[config.mk]
export PLATFORM = sky130hd
export DESIGN_NAME = mc_controller
export DESIGN_NICKNAME = d
export VERILOG_FILES = /design/src/rtl/mc_pkg.sv /design/src/rtl/mc_aludec.sv /design/src/rtl/mc_controller.sv
export SDC_FILE = /design/constraint.sdc
export NUM_CORES = 1
export LEC_CHECK = 0
export BUFFER_PORTS_ARGS = -buffer_cell sky130_fd_sc_hd__buf_2
export CORE_MARGIN = 2
export CORE_UTILIZATION = 39
export DETAILED_ROUTE_END_ITERATION = 10
export PLACE_DENSITY = 0.76
export SLEW_MARGIN = 40
export SYNTH_ARGS = -nofsm -noshare
export SYNTH_HDL_FRONTEND = slang
export SYNTH_SLANG_ARGS = --single-unit
[constraint.sdc]
create_clock -name clk -period 1.6 [get_ports clk]
set_input_delay 0.08 -clock clk [delete_from_list [all_inputs] [get_ports clk]]
set_output_delay 0.08 -clock clk [all_outputs]
set_load 0.01 [all_outputs]
[src/rtl/mc_pkg.sv]
// mc_pkg: shared state, opcode, funct, alucontrol and mux-select encodings for the multicycle controller
package mc_pkg;

  typedef enum logic [3:0] {
    S_FETCH,
    S_DECODE,
    S_MEMADR,
    S_MEMRD,
    S_MEMWB,
    S_MEMWR,
    S_RTYPEEX,
    S_RTYPEWB,
    S_BEQEX,
    S_ADDIEX,
    S_ADDIWB,
    S_JEX
  } mc_state_t;

  localparam logic [5:0] OP_RTYPE = 6'b000000;
  localparam logic [5:0] OP_J     = 6'b000010;
  localparam logic [5:0] OP_BEQ   = 6'b000100;
  localparam logic [5:0] OP_BNE   = 6'b000101;
  localparam logic [5:0] OP_ADDI  = 6'b001000;
  localparam logic [5:0] OP_LW    = 6'b100011;
  localparam logic [5:0] OP_SW    = 6'b101011;

  localparam logic [5:0] FN_ADD = 6'b100000;
  localparam logic [5:0] FN_SUB = 6'b100010;
  localparam logic [5:0] FN_AND = 6'b100100;
  localparam logic [5:0] FN_OR  = 6'b100101;
  localparam logic [5:0] FN_SLT = 6'b101010;

  localparam logic [2:0] ALU_AND = 3'b000;
  localparam logic [2:0] ALU_OR  = 3'b001;
  localparam logic [2:0] ALU_ADD = 3'b010;
  localparam logic [2:0] ALU_SUB = 3'b110;
  localparam logic [2:0] ALU_SLT = 3'b111;

  localparam logic [1:0] ALUOP_ADD   = 2'b00;
  localparam logic [1:0] ALUOP_SUB   = 2'b01;
  localparam logic [1:0] ALUOP_FUNCT = 2'b10;

  localparam logic [1:0] SRCB_B     = 2'b00;
  localparam logic [1:0] SRCB_4     = 2'b01;
  localparam logic [1:0] SRCB_IMM   = 2'b10;
  localparam logic [1:0] SRCB_IMMSH = 2'b11;

  localparam logic [1:0] PC_ALU    = 2'b00;
  localparam logic [1:0] PC_ALUOUT = 2'b01;
  localparam logic [1:0] PC_JUMP   = 2'b10;

endpackage

[src/rtl/mc_aludec.sv]
// mc_aludec: maps aluop and R-type funct to alucontrol and flags unsupported funct codes
module mc_aludec
  import mc_pkg::*;
(
  input  logic [1:0] aluop,
  input  logic [5:0] funct,
  output logic [2:0] alucontrol,
  output logic       funct_ok
);

  logic [2:0] fn_ctl;

  // decode funct, then let aluop override it for memory/branch arithmetic
  always_comb begin
    fn_ctl   = ALU_ADD;
    funct_ok = 1'b1;
    case (funct)
      FN_ADD:  fn_ctl = ALU_ADD;
      FN_SUB:  fn_ctl = ALU_SUB;
      FN_AND:  fn_ctl = ALU_AND;
      FN_OR:   fn_ctl = ALU_OR;
      FN_SLT:  fn_ctl = ALU_SLT;
      default: funct_ok = 1'b0;
    endcase
    alucontrol = aluop == ALUOP_SUB   ? ALU_SUB :
                 aluop == ALUOP_FUNCT ? fn_ctl  : ALU_ADD;
  end

endmodule

[src/rtl/mc_controller.sv]
// mc_controller: Moore FSM sequencing the multicycle MIPS datapath; `MC_BNE_EN adds bne
module mc_controller
  import mc_pkg::*;
(
  input  logic       clk,
  input  logic       reset,
  input  logic [5:0] op,
  input  logic [5:0] funct,
  input  logic       zero,
  input  logic       memready,
  output logic       pcen,
  output logic       iord,
  output logic       memwrite,
  output logic       irwrite,
  output logic       regdst,
  output logic       memtoreg,
  output logic       regwrite,
  output logic       alusrca,
  output logic [1:0] alusrcb,
  output logic [1:0] pcsrc,
  output logic [2:0] alucontrol,
  output logic       illegal
);

  mc_state_t  state, next;
  logic [1:0] aluop;
  logic       funct_ok;
  logic       pcwrite, branch, bne_op;
  logic       irw, mw, rw, ill;

  mc_aludec u_aludec (
    .aluop      (aluop),
    .funct      (funct),
    .alucontrol (alucontrol),
    .funct_ok   (funct_ok)
  );

`ifdef MC_BNE_EN
  assign bne_op = op == OP_BNE;
`else
  assign bne_op = 1'b0;
`endif

  // state register; reset aborts any in-flight instruction back to fetch
  always_ff @(posedge clk or posedge reset)
    if (reset) state <= S_FETCH;
    else       state <= next;

  // per-state control terms and next-state selection
  always_comb begin
    next     = S_FETCH;
    pcwrite  = 1'b0;
    branch   = 1'b0;
    iord     = 1'b0;
    mw       = 1'b0;
    irw      = 1'b0;
    regdst   = 1'b0;
    memtoreg = 1'b0;
    rw       = 1'b0;
    alusrca  = 1'b0;
    alusrcb  = SRCB_B;
    pcsrc    = PC_ALU;
    aluop    = ALUOP_ADD;
    ill      = 1'b0;
    case (state)
      S_FETCH: begin
        alusrcb = SRCB_4;
        pcwrite = memready;
        irw     = memready;
        next    = memready ? S_DECODE : S_FETCH;
      end
      S_DECODE: begin
        alusrcb = SRCB_IMMSH;
        case (op)
          OP_LW, OP_SW: next = S_MEMADR;
          OP_RTYPE: begin
            next = funct_ok ? S_RTYPEEX : S_FETCH;
            ill  = ~funct_ok;
          end
          OP_BEQ:  next = S_BEQEX;
          OP_ADDI: next = S_ADDIEX;
          OP_J:    next = S_JEX;
          default: begin
            next = bne_op ? S_BEQEX : S_FETCH;
            ill  = ~bne_op;
          end
        endcase
      end
      S_MEMADR: begin
        alusrca = 1'b1;
        alusrcb = SRCB_IMM;
        next    = op == OP_SW ? S_MEMWR : S_MEMRD;
      end
      S_MEMRD: begin
        iord = 1'b1;
        next = memready ? S_MEMWB : S_MEMRD;
      end
      S_MEMWB: begin
        memtoreg = 1'b1;
        rw       = 1'b1;
      end
      S_MEMWR: begin
        iord = 1'b1;
        mw   = 1'b1;
        next = memready ? S_FETCH : S_MEMWR;
      end
      S_RTYPEEX: begin
        alusrca = 1'b1;
        aluop   = ALUOP_FUNCT;
        next    = S_RTYPEWB;
      end
      S_RTYPEWB: begin
        regdst = 1'b1;
        rw     = 1'b1;
      end
      S_BEQEX: begin
        alusrca = 1'b1;
        aluop   = ALUOP_SUB;
        pcsrc   = PC_ALUOUT;
        branch  = 1'b1;
      end
      S_ADDIEX: begin
        alusrca = 1'b1;
        alusrcb = SRCB_IMM;
        next    = S_ADDIWB;
      end
      S_ADDIWB: rw = 1'b1;
      S_JEX: begin
        pcsrc   = PC_JUMP;
        pcwrite = 1'b1;
      end
      default: next = S_FETCH;
    endcase
  end

  assign pcen     = ~reset & (pcwrite | (branch & (bne_op ? ~zero : zero)));
  assign irwrite  = ~reset & irw;
  assign regwrite = ~reset & rw;
  assign memwrite = ~reset & mw;
  assign illegal  = ~reset & ill;

endmodule

; ---- Word level (Yosys, flattened, before mapping)
; Cells that the tools add are included.
[word_totals]
mem_bits_rw = 0
n_memories = 0
elab_cells = 67
output_inout_bits = 16
romBits = 0
latchBits = 0
in_bits = 16
reg_bits = 4
[classes]
n_lt_le_gt_ge = 0
muxes = 25
n_addsub = 0
bitwise = 9
eq_ne = 23
shifts = 0
multipliers = 0
div_mod_pow = 0
n_reduce_logical = 9
[op_table]
columns = op, count
row1 = $eq 6x6->1 const B, 7
row2 = $pmux 4 s7, 1
row3 = $pmux 4 s5, 1
row4 = $mux 3, 6
row5 = $eq 4x3->1 const B, 4
row6 = $eq 4x4->1 const B, 4
row7 = $pmux 3 s4, 1
row8 = $mux 1, 11
row9 = $reduce_or 5->1, 2
row10 = $eq 4x2->1 const B, 2
row11 = $pmux 2 s2, 2
row12 = $and 1x1->1, 6
row13 = $eq 6x2->1 const B, 1
row14 = $eq 6x3->1 const B, 1
row15 = $eq 6x4->1 const B, 1
row16 = $logic_not 6->1, 1
row17 = $pmux 2 s3, 1
row18 = $reduce_or 2->1, 3
row19 = $eq 4x1->1 const B, 1
row20 = $logic_not 4->1, 1
row21 = $pmux 1 s2, 2
row22 = $reduce_or 4->1, 1
row23 = $reduce_or 3->1, 1
row24 = $eq 2x1->1 const B, 1
row25 = other kinds (3), 4

; ---- Logic depth before layout (Yosys ltp)
[depth]
word_depth = 7
mapped_depth = 5
mapped_depth_nobuf = 4

; ---- Modules after synthesis
; From an unflattened synthesis, not the netlist that was laid out.
[unflattened]
cells_unflattened = 94
area_unflattened_um2 = 716.9
[by_module_without_submodules]
columns = module, seq_area_each_um2, cells_per_inst, instances, area_per_inst_um2
row1 = mc_controller, 100.1, 82, 1, 595.6
row2 = mc_aludec, 0.0, 12, 1, 121.4

; ---- Least setup slack after synthesis
; No wires, ideal clock.
[synth_path]
path_kind = register -> register
startpoint = reg state[2]
endpoint = reg state[2]
setup_time_ns = 0.074
path_stages_with_launch = 5
n_path_buf = 0
setup_slack_ns = -0.058
t_arrival_ns = 1.584
cell_sequence = dfrtp_1 -> or4b_1 -> or4_1 -> a2bb2oi_1 -> o21ai_2
[synth_via]
elab_chain_cells = 2
word_cells_on_any_way = 8
[synth_rtl]
columns = item, line_no
row1 = start: declaration, mc_controller.sv:25  ; mc_state_t state, next;
row2 = start signal: assignment, mc_controller.sv:47  ; else state <= next;
row3 = "$eq 4x4->1, or another cell as far along", mc_controller.sv:65  ; case (state)
row4 = $pmux 4 s7 *, mc_controller.sv:65
row5 = via next[2], mc_controller.sv:25
; Mark *: on every way through the listed nets, which the timed path passes. The rest lies on a longest branch.

; ---- Worst setup path in the final report
; Ends and elaborated chain as after synthesis.

==> out/results.ini <==
[worst_hold_path]
holdCritStartpoint = memready
holdCritPathClass = input port to flip-flop
whs_endpoint = state[2]
hold_path_depth = 3

[setup_path]
worstPathRequired_ps = 1760
critPathCaptureType = flip-flop
critPathArrivalTime_ps = 1790
r2r_end = state[2]
r2r_setup_slack_ps = -30
crit_type = flip-flop to flip-flop
cp-start-kind = flip-flop
rr_startpoint = state[2]
worst_r2r_path_depth = 4
critPathMaxFanout = 3

[power_and_ir_drop]
p_comb_frac = 0.757
p_leak_nw = 0.424
powerDensity_nw_per_um2 = 1190
p_int_mw = 0.611
sw_frac_of_total = 0.440
p_clk_frac = 0.109
p_sw_mw = 0.481
p_seq_frac = 0.134
ir_worst_vdd_mv = 0.840

[synth]
synth_nets = 105
ys_top_cells_by_area = dfrtp_1 16%, nand2b_1 8.2%, nor3_1 7.4%, nor2_1 6.1%, a21oi_1 4.1%
synth.top_cell.area_share = 0.164
synth_area_um2 = 611
synth_warnings = 0
synthArstFlopShare = 1.00
avgSynthCellArea_um2 = 6.86
synth_ff_type = dfrtp_1
ys_top_cells_by_count = 10 x nor2_1, 9 x nor3_1, 8 x nand2b_1, 5 x a21oi_1, 5 x o21ai_0
ys_seq_elements = 4
synth.distinct_cells = 39
yosysSeqAreaShare = 0.164
yosysMostFrequentCell = nor2_1
synth_edf_count = 0
synthCells = 89
synth_top_cell_by_area = dfrtp_1

[status]
violations = setup timing
status = complete, but fails checks

[clocking]
cts_tree = built
insertion_delay_ps = 230
cts_sinks = 4
clockBufferDepth = 2
cts_root_buffer = clkbuf_4
clkTransAtPathRegs_ps = 40
htreeDepth = 1
cts_buffers = 3

[cells_and_area]
largest_registers = state: 4 flops
drive_above_1_share = 0.441
nNetsFinal = 145
top_register = state
final-seq-area_um2 = 100
num_antenna_cells = 0
postLayoutCoreUtil = 0.615
largest_reg_flops = 4
area_delta_synth_final_pct = 50.0
fillers = 125
multi_input_area_um2 = 522
design_area_um2 = 916

[timing]
worstMarginPinSlew_ps = 410
setup_viol = 1
drv_slew = 0
fmax_mhz = 613
hold_viol = 0
relSlewSlack = 0.719
finClkSkew_ps = 0.698
layout_min_cycle_time_ps = 1630
tns_ps = -32.0
rsz0062_at_grt = true
setup_slack_ps = -32.0
whs_ps = 251
period_share = 1.02

[placement]
preCtsSetupSlack_ps = -26.6
hpwlAfterDp_um = 1500
gp_congestion = 0.842
placed_area_um2 = 821
portBuffers = 31

[routing]
detail-route-antenna-nets = 0
via_per_inst = 6.17
wl_um = 2090
drt_iter0_drc = 38
firstDrtPassIters = 5
via_count = 883
wl_per_cell_um = 14.6
post-route-drc-count = 0

[global_routing]
grt_pass1_vias = 826
antenna_found_initial = 0
track_usage = 0.224
grt_pass1_wl_um = 3230
grt_max_degree = 15
grt-ovfl-total = 0

[floorplanning]
dieArea_um2 = 1900
rows = 14
io_pins = 32
initial_core_util = 0.410
die_height_um = 43.6
fp.coreArea_um2 = 1490
dieWidth_um = 43.6

[run]
max_cap_viol_count = 0

stage by stage:
step / std cells / power (mW)
2_1_floorplan: 89 / 0.580
3_3_place_gp: 136 / 0.799
3_5_place_dp: 136 / 0.819
4_1_cts: 140 / 1.01
5_1_grt: 143 / 1.17
6_report: 143 / 1.09
power by group through the flow:
stage,combinational (mW),clock [mW],sequential (mW)
2_1_floorplan,0.425,0,0.155
3_3_place_gp,0.656,0,0.143
3_5_place_dp,0.672,0,0.146
4_1_cts,0.730,0.129,0.147
5_1_grt,0.881,0.139,0.150
6_report,0.827,0.119,0.147
cells in the final DEF, fill, tap and decap left out, types with 2 or more instances in the layout:
cell type | Yosys | final
nand2b_1 | 8 | 6
nor3_1 | 9 | 9
buf_2 | 1 | 31
dfrtp_1 | 4 | 4
o21ai_0 | 5 | 4
or2_4 | 0 | 2
a21oi_1 | 5 | 5
clkbuf_4 | 0 | 3
nor2_1 | 10 | 10
a31oi_1 | 2 | 2
nor2b_1 | 3 | 2
nand2_1 | 3 | 3
o21ai_2 | 1 | 2
buf_4 | 0 | 8
or4_1 | 3 | 2
inv_1 | 4 | 4
xnor2_1 | 2 | 2
routing by layer:
metal / vias to the layer above / track usage / routed length [µm]
met5: - / 0 / 0
met4: 0 / 0.145 / 55
met3: 8 / 0.0417 / 145
met2: 57 / 0.388 / 1090
met1: 411 / 0.247 / 796
li1: 407 / - / -
critical path: stages (launching register included):
cell and delay [ps]:
dfrtp_1 370, or4b_4 560, or4_4 430, a2bb2oi_2 150
o21ai_2 60
how the worst max path moves through the flow:
| stage | from | endpoint | slack, ps | cells after the start |
|---|---|---|---|---|
| 2_1_floorplan | state[3] | state[2] | 20 | 4 |
| 3_3_place_gp | state[1] | state[2] | 9 | 4 |
| 3_5_place_dp | state[1] | state[2] | -30 | 4 |
| 4_1_cts | state[2] | state[2] | -30 | 4 |
| 5_1_grt | state[1] | pcen | -70 | 6 |
| 6_report | state[2] | state[2] | -30 | 4 |
cell type report:
class | count | share of cell area
Multi-Input combinational cell | 75 | 0.570
Timing Repair Buffer | 41 | 0.258
Sequential cell | 4 | 0.109
Clock buffer | 3 | 0.0246
Tap cell | 16 | 0.0219
Inverter | 4 | 0.0164
cells by family (layout without fill, tap and decap cells):
group	Yosys count	after routing	synth area share
flip-flops	4	4	0.164
AND/OR/NAND/NOR	46	46	0.422
XOR/XNOR	3	3	0.0430
buffers and inverters	10	48	0.0635
multiplexers	1	1	0.0164
AO/OA/AOI/OAI	24	24	0.275
adder cells (fa/ha/maj)	1	1	0.0164
repair_timing:
| item | in CTS | in global routing |
|---|---|---|
| buffers inserted | 0 | 3 |
| endpoints found under the setup margin | 8 | 10 |
| pin swaps | 1 | 2 |
| hold buffers | 1 | 0 |
| hold endpoints to repair | 4 | 0 |
| resized for setup | 6 | 5 |
No activity file was read; power rests on OpenSTA's default activity.
